--- config.mk ---
export PLATFORM = sky130hd
export DESIGN_NAME = drive_stream_bridge
export DESIGN_NICKNAME = d
export VERILOG_FILES = /design/src/rtl/drive_stream_bridge_pkg.sv /design/src/rtl/drive_stream_bridge_sync_fifo.sv /design/src/rtl/drive_stream_bridge.sv
export SDC_FILE = /design/constraint.sdc
export NUM_CORES = 1
export LEC_CHECK = 0
export CORE_AREA = 2 2 114 116
export CTS_CLUSTER_DIAMETER = 100
export CTS_CLUSTER_SIZE = 28
export DETAILED_ROUTE_END_ITERATION = 8
export DIE_AREA = 0 0 116 118
export PLACE_DENSITY = 0.81
export SLEW_MARGIN = 20
export SYNTH_ARGS = -nofsm -noshare
export SYNTH_HDL_FRONTEND = slang
export SYNTH_SLANG_ARGS = --single-unit
--- constraint.sdc ---
create_clock -name clk -period 4.15 [get_ports clk]
set_input_delay 1.245 -clock clk [delete_from_list [all_inputs] [get_ports clk]]
set_output_delay 1.245 -clock clk [all_outputs]
set_load 0.02 [all_outputs]
--- src/rtl/drive_stream_bridge_pkg.sv ---
// Shared types and helpers for the drive/free to valid/ready stream bridge.
// Holds the handshake FSM state encoding and the FIFO level-width helper.
package drive_stream_bridge_pkg;

   typedef enum logic [1:0] {
      IDLE       = 2'd0,
      WAIT_SPACE = 2'd1,
      FREE       = 2'd2,
      WAIT_LOW   = 2'd3
   } bridge_state_t;

   // Occupancy counters need one extra bit so a full buffer is distinguishable from an empty one.
   function automatic int level_width(input int depth);
      return $clog2(depth) + 1;
   endfunction

endpackage

--- src/rtl/drive_stream_bridge_sync_fifo.sv ---
// First-word-fall-through synchronous FIFO used as the bridge's word buffer.
// The head word is registered and reads back as zero while the buffer is empty.
module sync_fifo_fwft
   import drive_stream_bridge_pkg::*;
#(
   parameter int DATA_WIDTH = 32,
   parameter int FIFO_DEPTH = 4
) (
   input  logic                                clk,
   input  logic                                rstn,
   input  logic                                wr_en,
   input  logic [DATA_WIDTH-1:0]               wr_data,
   input  logic                                rd_en,
   output logic [DATA_WIDTH-1:0]               rd_data,
   output logic                                empty,
   output logic                                full,
   output logic [level_width(FIFO_DEPTH)-1:0]  level
);

   localparam int PTR_W = $clog2(FIFO_DEPTH);
   localparam int LVL_W = level_width(FIFO_DEPTH);

   logic [DATA_WIDTH-1:0] mem [FIFO_DEPTH];
   logic [PTR_W-1:0]      wr_ptr;
   logic [PTR_W-1:0]      rd_ptr;
   logic [PTR_W-1:0]      rd_ptr_next;
   logic [LVL_W-1:0]      level_next;
   logic                  do_rd;
   logic                  do_wr;

   assign empty = (level == '0);
   assign full  = (level == LVL_W'(FIFO_DEPTH));
   assign do_rd = rd_en & ~empty;
   assign do_wr = wr_en & (~full | do_rd);

   // Work out where the head pointer and occupancy land after this edge.
   always_comb begin
      rd_ptr_next = rd_ptr;
      level_next  = level;
      if (do_rd) begin
         rd_ptr_next = rd_ptr + PTR_W'(1);
      end
      if (do_wr && !do_rd) begin
         level_next = level + LVL_W'(1);
      end else if (!do_wr && do_rd) begin
         level_next = level - LVL_W'(1);
      end
   end

   // Storage array; contents need no reset because the pointers define validity.
   always_ff @(posedge clk) begin
      if (rstn && do_wr) begin
         mem[wr_ptr] <= wr_data;
      end
   end

   // Pointers, occupancy and the registered head word.
   always_ff @(posedge clk) begin
      if (!rstn) begin
         wr_ptr  <= '0;
         rd_ptr  <= '0;
         level   <= '0;
         rd_data <= '0;
      end else begin
         if (do_wr) begin
            wr_ptr <= wr_ptr + PTR_W'(1);
         end
         rd_ptr <= rd_ptr_next;
         level  <= level_next;
         if (level_next == '0) begin
            rd_data <= '0;
         end else if (do_wr && (wr_ptr == rd_ptr_next)) begin
            rd_data <= wr_data;
         end else begin
            rd_data <= mem[rd_ptr_next];
         end
      end
   end

   wr_when_full: assert property (@(posedge clk) disable iff (!rstn) !(wr_en && full && !do_rd));

endmodule

--- src/rtl/drive_stream_bridge.sv ---
// Bridge from a 4-way mutex-merge drive/free handshake to a clocked valid/ready stream.
// Synchronises i_drive, stores each word in a FWFT buffer and acknowledges with an o_free pulse.
// Optional feature macro: DRIVE_STREAM_BRIDGE_STATS_EN adds transfer and stall counters.
module drive_stream_bridge
   import drive_stream_bridge_pkg::*;
#(
   parameter int DATA_WIDTH  = 32,
   parameter int FIFO_DEPTH  = 4,
   parameter int SYNC_STAGES = 2,
   parameter int FREE_CYCLES = 2
) (
   input  logic                                clk,
   input  logic                                rstn,
   input  logic                                i_drive,
   input  logic [DATA_WIDTH-1:0]               i_data,
   output logic                                o_free,
   output logic                                o_valid,
   output logic [DATA_WIDTH-1:0]               o_data,
   input  logic                                i_ready,
   output logic [level_width(FIFO_DEPTH)-1:0]  o_level
`ifdef DRIVE_STREAM_BRIDGE_STATS_EN
   ,
   output logic [31:0]                         o_xfer_cnt,
   output logic [15:0]                         o_stall_cnt
`endif
);

   localparam int CNT_W = $clog2(FREE_CYCLES + 1);

   logic [SYNC_STAGES-1:0] sync_q;
   logic                   sync_prev;
   logic                   sync_out;
   logic                   rise;
   logic                   fifo_empty;
   logic                   fifo_full;
   logic                   can_write;
   logic                   wr_en;
   logic                   free_last;
   logic [CNT_W-1:0]       free_cnt;
   bridge_state_t          state;
   bridge_state_t          state_next;

   assign sync_out  = sync_q[SYNC_STAGES-1];
   assign rise      = sync_out & ~sync_prev;
   assign can_write = ~fifo_full | (i_ready & ~fifo_empty);
   assign free_last = (free_cnt == CNT_W'(FREE_CYCLES - 1));
   assign o_free    = (state == FREE);
   assign o_valid   = ~fifo_empty;

   // Bring the asynchronous drive request into the clock domain and keep its previous value.
   always_ff @(posedge clk) begin
      if (!rstn) begin
         sync_q    <= '0;
         sync_prev <= 1'b0;
      end else begin
         sync_q    <= {sync_q[SYNC_STAGES-2:0], i_drive};
         sync_prev <= sync_out;
      end
   end

   // Handshake state register.
   always_ff @(posedge clk) begin
      if (!rstn) begin
         state <= IDLE;
      end else begin
         state <= state_next;
      end
   end

   // Times the o_free pulse; restarts from zero each time the FREE state is left.
   always_ff @(posedge clk) begin
      if (!rstn) begin
         free_cnt <= '0;
      end else if ((state == FREE) && !free_last) begin
         free_cnt <= free_cnt + CNT_W'(1);
      end else begin
         free_cnt <= '0;
      end
   end

   // Next-state and buffer-write decisions; a same-cycle pop makes room in a full buffer.
   always_comb begin
      state_next = state;
      wr_en      = 1'b0;
      case (state)
         IDLE: begin
            if (rise) begin
               if (can_write) begin
                  wr_en      = 1'b1;
                  state_next = FREE;
               end else begin
                  state_next = WAIT_SPACE;
               end
            end
         end
         WAIT_SPACE: begin
            if (can_write) begin
               wr_en      = 1'b1;
               state_next = FREE;
            end
         end
         FREE: begin
            if (free_last) begin
               state_next = WAIT_LOW;
            end
         end
         WAIT_LOW: begin
            if (!sync_out) begin
               state_next = IDLE;
            end
         end
         default: state_next = IDLE;
      endcase
   end

   sync_fifo_fwft #(
      .DATA_WIDTH (DATA_WIDTH),
      .FIFO_DEPTH (FIFO_DEPTH)
   ) u_fifo (
      .clk     (clk),
      .rstn    (rstn),
      .wr_en   (wr_en),
      .wr_data (i_data),
      .rd_en   (i_ready),
      .rd_data (o_data),
      .empty   (fifo_empty),
      .full    (fifo_full),
      .level   (o_level)
   );

`ifdef DRIVE_STREAM_BRIDGE_STATS_EN
   // Counts stored words (wrapping) and cycles spent stalled on a full buffer (saturating).
   always_ff @(posedge clk) begin
      if (!rstn) begin
         o_xfer_cnt  <= '0;
         o_stall_cnt <= '0;
      end else begin
         if (wr_en) begin
            o_xfer_cnt <= o_xfer_cnt + 32'd1;
         end
         if ((state == WAIT_SPACE) && (o_stall_cnt != 16'hFFFF)) begin
            o_stall_cnt <= o_stall_cnt + 16'd1;
         end
      end
   end
`else
   // Statistics counters are not built in this configuration.
`endif

endmodule
==> run metrics, run 1 <==
total CTS buffers 17; number of iterations in the first detailed-routing pass 4; buffer count from post-CTS setup fixing 0; IO Pins 73; Clock Tree Root clkbuf_16; post-synthesis sequential area ratio 0.709; CTS max path bufs 2; final core occ 0.668; synthesized area per cell 17.5 um^2; #FFs+latches synth 174; crit end category output port; most frequent cells in the layout edfxtp_1, clkdlybuf4s50_1, dfxtp_1; fillers 879; routed len/inst 18.6 um; Fin Clk Skew 0.0109 ns; clk sinks 174; final hold slack 0.420 ns; DRC Markers 0; P&R area growth vs syn 23.4%; Placement Rows 41; final worst path period share 0.796; global route hottest layer met2; RSZ-0062 raised after global routing no; vias per std cell 5.46; ANT cells 0; largest net degree at the start of global routing 24; CTS tree done; Mapped Cells 384; maximum fanout along the worst path 6; CTS resizes 0; Iteration-0 DRC Markers 294; Synth Cell Area 0.00672 mm^2; Power Total 5.61 mW; vias in the first global route 3748; Die Y 118 um; Relative slew margins 0.629; final worst slack 0.848 ns; Peak Freq 303 MHz; status completed; Total GRT Usage 0.197; commonest non-fill, non-tap cell in the layout edfxtp_1; PortBufs 72; layout cell share with drive strength beyond 1 0.190; crit path launch type flip-flop; first-pass GRT wire length 19.6 mm; Placer Congestion 0.827; worst hold path depth 1; via count 3612; worst slack, placed 0.458 ns; Worst Path Required 2.90 ns; CTS Hold Buffers Added 0; placed wire-length estimate 7.73 mm; Starting Density 0.541; GRT met2 Usage 0.319; core area 0.0124 mm^2; met3 Resource Use GR 0.0453; number of routed nets with antenna violations 0; Max IR drop VDD 0.344 mV; critical path data arrival time 2.06 ns; Pwr per Cell Area 676 mW/mm^2; gr ovfl total 0; Net count, final 526; WS Path Type flip-flop to output port; Worst Reg-to-Reg Cells 9; WL final 12.3 mm; Clock transition at path regs 0.06 ns; Die W 116 um; clock period minus worst slack 3.30 ns; Synth Net Count 433; Hold Path Class flip-flop to flip-flop; Yosys cell types 41; R2R setup slack 1.45 ns; M1 GR Usage 0.255; Final Hold Fails 0; Final setup viols 0; H-tree Lvls 4; initial antenna violation count 0; Setup TNS 0 ns; Least-Margin Pin Slew 0.556 ns; leakage power 2.84 nW; Die ar. 0.0137 mm^2; Skew-Pair Late Insertion Delay 0.43 ns; max_cap viols 0; Final Slew Violations 0; Ys Warns 0
==> synth_stat cells <==
cell         n  share of area
a2111oi_0    1         0.0013
a211o_1      2         0.0026
a211oi_1     2         0.0022
a21oi_1      2         0.0015
a21oi_4      1         0.0024
a221oi_1     1         0.0013
a31oi_1      2         0.0019
and2_1       5         0.0047
and2_4       1         0.0013
buf_12       3         0.0089
buf_2        5         0.0037
buf_4        3         0.0034
buf_6        1         0.0017
clkbuf_1     3         0.0017
dfxtp_1     46           0.14
edfxtp_1   128           0.57
ha_1        13          0.024
inv_1       15         0.0084
inv_2        3         0.0017
mux2i_1     33          0.049
mux4_2      32           0.11
nand2_1      9         0.0050
nand2b_1     1        0.00093
nand3_1      3         0.0022
nand3b_4     1         0.0030
nand4_1      1        0.00093
nor2_1      47          0.026
nor2_2       1        0.00093
nor2b_4      1         0.0020
nor3_1       1        0.00074
o2111ai_1    1         0.0013
o211ai_1     1         0.0011
o21ai_0      3         0.0022
o21ai_1      2         0.0015
o221ai_1     1         0.0013
o22a_1       1         0.0013
o2bb2ai_1    1         0.0013
o41ai_2      1         0.0024
or3_1        2         0.0019
xnor2_1      3         0.0039
xor2_1       1         0.0013
==> critical path, cell delays in order, from the launching register on <==
cell and delay [ns]:
dfxtp_1 0.41, inv_1 0.12, ha_1 0.25, nor2b_4 0.16
inv_2 0.09, clkdlybuf4s50_1 0.61
==> kinds of logic after synthesis <==
family	count (synthesis)	synth area share
mux	65	0.156
simple gates	73	0.0499
fa+ha+maj	13	0.0242
flops	174	0.709
buf+inv	33	0.0294
compound gates	22	0.0257
xor+xnor	4	0.00522
==> cell type report <==
cell class | instances | area (um^2) | area share
flip-flops and latches | 174 | 4760 | 0.574
multi-input cells | 177 | 1810 | 0.218
repair buffers | 89 | 886 | 0.107
clock buffers | 18 | 439 | 0.0529
well taps | 172 | 215 | 0.0259
clock inverters | 14 | 115 | 0.0139
inverters | 18 | 67.6 | 0.00815
==> registers in the layout, indices dropped and copies added (netlist names) <==
name and count:
state 2, sync_q 2, u_fifo.rd_data 32, u_fifo.rd_ptr 2, u_fifo.wr_ptr 2, u_fifo.mem 128, u_fifo.level 3, free_cnt 2
sync_prev 1
==> metrics by stage <==
step / instances / instance area, um^2
floorplan: 384 / 6720
detailed placement: 630 / 7740
finish: 662 / 8290
global route: 662 / 8290
global placement: 630 / 7740
CTS: 662 / 8290
==> metal layers <==
metal	up-vias	part of all wire	routed length [um]
met4	0	0.022	267
met5	-	0	0
met2	97	0.52	6380
met1	1856	0.42	5140
met3	21	0.043	527
li1	1638	-	-
==> worst paths after layout <==
check	startpoint	end
worst max-delay path	u_fifo.level[1]	o_valid
worst min register to register	free_cnt[0]	free_cnt[0]
worst min-delay path	free_cnt[0]	free_cnt[0]
worst max register to register	u_fifo.level[1]	u_fifo.rd_data[9]
==> where the power goes <==
group	switching, mW	internal [mW]	total, mW	leakage (nW)
Combinational	0.966	0.910	1.88	1.03
Sequential	0.105	2.14	2.25	1.53
Clock	0.645	0.840	1.49	0.275
Total	1.72	3.89	5.61	2.84
Note: power is estimated with default switching activity, not from simulation.
==> run 2: changes to the inputs <==
--- a/config.mk
+++ b/config.mk
@@ -5,12 +5,12 @@
 export SDC_FILE = /design/constraint.sdc
 export NUM_CORES = 1
 export LEC_CHECK = 0
-export CORE_AREA = 2 2 114 116
+export CORE_AREA = 2 2 119 121
 export CTS_CLUSTER_DIAMETER = 100
 export CTS_CLUSTER_SIZE = 28
 export DETAILED_ROUTE_END_ITERATION = 8
-export DIE_AREA = 0 0 116 118
-export PLACE_DENSITY = 0.81
+export DIE_AREA = 0 0 121 123
+export PLACE_DENSITY = 0.78
 export SLEW_MARGIN = 20
 export SYNTH_ARGS = -nofsm -noshare
 export SYNTH_HDL_FRONTEND = slang
==> constraint.sdc (replaced) <==
create_clock -name clk -period 3 [get_ports clk]
set_input_delay 0.9 -clock clk [delete_from_list [all_inputs] [get_ports clk]]
set_output_delay 0.9 -clock clk [all_outputs]
set_load 0.02 [all_outputs]
==> run metrics, run 2 (synthesized netlist as in run 1, its figures left out) <==
IO Pins 73; Final Cell Area 0.00840 mm^2; Layout Cells excl Fill 671; total CTS buffers 17; P&R area growth vs syn 25.1%; WL final 12.4 mm; Largest register FFs 128; Worst Reg-to-Reg Cells 9; DRC Markers 0; CTS tree done; Max IR drop VDD 0.420 mV; number of iterations in the first detailed-routing pass 4; number of routed nets with antenna violations 0; largest net degree at the start of global routing 33; r2r startpoint u_fifo.level[1]; worst hold path depth 1; Hold Path Class flip-flop to flip-flop; worst hold start free_cnt[0]; Fin Clk Skew 0.00812 ns; Placed Cells 640; crit path launch type flip-flop; Worst Path Required 2.10 ns; routed len/inst 18.5 um; Relative slew margins 0.632; clk sinks 174; final core occ 0.617; Placer Congestion 0.850; area of the multi-input gates 0.00181 mm^2; ANT cells 0; leakage power 2.87 nW; clock period minus worst slack 2.73 ns; critical path data arrival time 1.83 ns; status completed; H-tree Lvls 4; hold endpoint free_cnt[0]; Net count, final 528; final worst slack 0.274 ns; Least-Margin Pin Slew 0.552 ns; placed wire-length estimate 7.65 mm; first-pass GRT wire length 19.7 mm; Placement Rows 43; Final setup viols 0; Top reg by flops u_fifo.mem; Die ar. 0.0149 mm^2; Clock Tree Root clkbuf_16; worst slack, placed 0.0122 ns; CTS Hold Buffers Added 0; vias in the first global route 3769; via count 3561; Final Hold Fails 0; Worst R2R End u_fifo.rd_data[13]; commonest non-fill, non-tap cell in the layout edfxtp_1; RSZ-0062 raised after global routing no; final worst path period share 0.909; Clock transition at path regs 0.06 ns; Final Slew Violations 0; layout cell share with drive strength beyond 1 0.187; CTS max path bufs 2; WS Path Type flip-flop to output port; vias per std cell 5.31; Starting Density 0.494; Skew-Pair Late Insertion Delay 0.42 ns; max_cap viols 0; PortBufs 72; CP Launch Point u_fifo.level[1]; Pwr per Cell Area 934 mW/mm^2; maximum fanout along the worst path 6; Iteration-0 DRC Markers 275; register area 0.00476 mm^2; crit end category output port; initial antenna violation count 0; Top Registers u_fifo.mem x128, u_fifo.rd_data x32, u_fifo.level x3; Total GRT Usage 0.179; Peak Freq 367 MHz; fillers 962; placed cell areas 0.00785 mm^2; Setup TNS 0 ns; Die W 121 um; Die Y 123 um; most frequent cells in the layout edfxtp_1, clkdlybuf4s50_1, dfxtp_1; R2R setup slack 0.55 ns; core area 0.0136 mm^2; gr ovfl total 0
## run 2: how the worst max path moves through the flow
stage                         endpoint  slack, ns
detailed placement  u_fifo.rd_data[13]       0.01
global route                   o_valid       0.16
floorplan             u_fifo.mem[2][0]      -0.30
CTS                            o_valid       0.26
global placement     u_fifo.rd_data[0]       0.04
finish                         o_valid       0.27
## run 2: worst max-delay path, cell delays in order (launching register included)
cell	delay (ns)
dfxtp_1	0.43
inv_1	0.12
ha_1	0.26
nor2b_4	0.16
inv_2	0.10
dlygate4sd2_1	0.35
## run 2: per-stage QoR
stage               hold WS [ns]  power, mW
global placement           0.406       5.78
CTS                        0.424       7.94
detailed placement         0.415       5.85
floorplan                  0.397       4.82
finish                     0.422       7.85
global route               0.452       8.22
## run 2: area by class of cell
cell class | count | area share
clock buffer | 19 | 0.0515
tap | 180 | 0.0268
clock inverter | 12 | 0.0141
inverter | 18 | 0.00804
timing repair buffer | 91 | 0.117
sequential | 174 | 0.567
multi-input combinational | 177 | 0.215
## run 2: power breakdown
group | total, mW | internal [mW] | switching (mW)
sequential | 3.10 | 2.96 | 0.140
combinational | 2.67 | 1.32 | 1.35
clock | 2.07 | 1.21 | 0.861
total | 7.85 | 5.50 | 2.35
## run 2: per-layer routing
metal,up-vias,routed length [um],GRT usage
met5,-,0,0
met4,0,112,0.0625
met3,8,579,0.0484
met2,97,6230,0.292
met1,1811,5500,0.233
li1,1645,-,-
## run 2: repair_timing
action,4_1_cts,5_1_grt
resized for setup,1,0
endpoints found under the setup margin,1,0
setup buffers,0,0
==> run 3: changes to the inputs <==
--- a/config.mk
+++ b/config.mk
@@ -7,7 +7,7 @@
 export LEC_CHECK = 0
 export CORE_AREA = 2 2 119 121
 export CTS_CLUSTER_DIAMETER = 100
-export CTS_CLUSTER_SIZE = 28
+export CTS_CLUSTER_SIZE = 8
 export DETAILED_ROUTE_END_ITERATION = 8
 export DIE_AREA = 0 0 121 123
 export PLACE_DENSITY = 0.78
==> results of run 3 <==
Same layout as run 2: the final DEF is identical, and so are final timing and power.
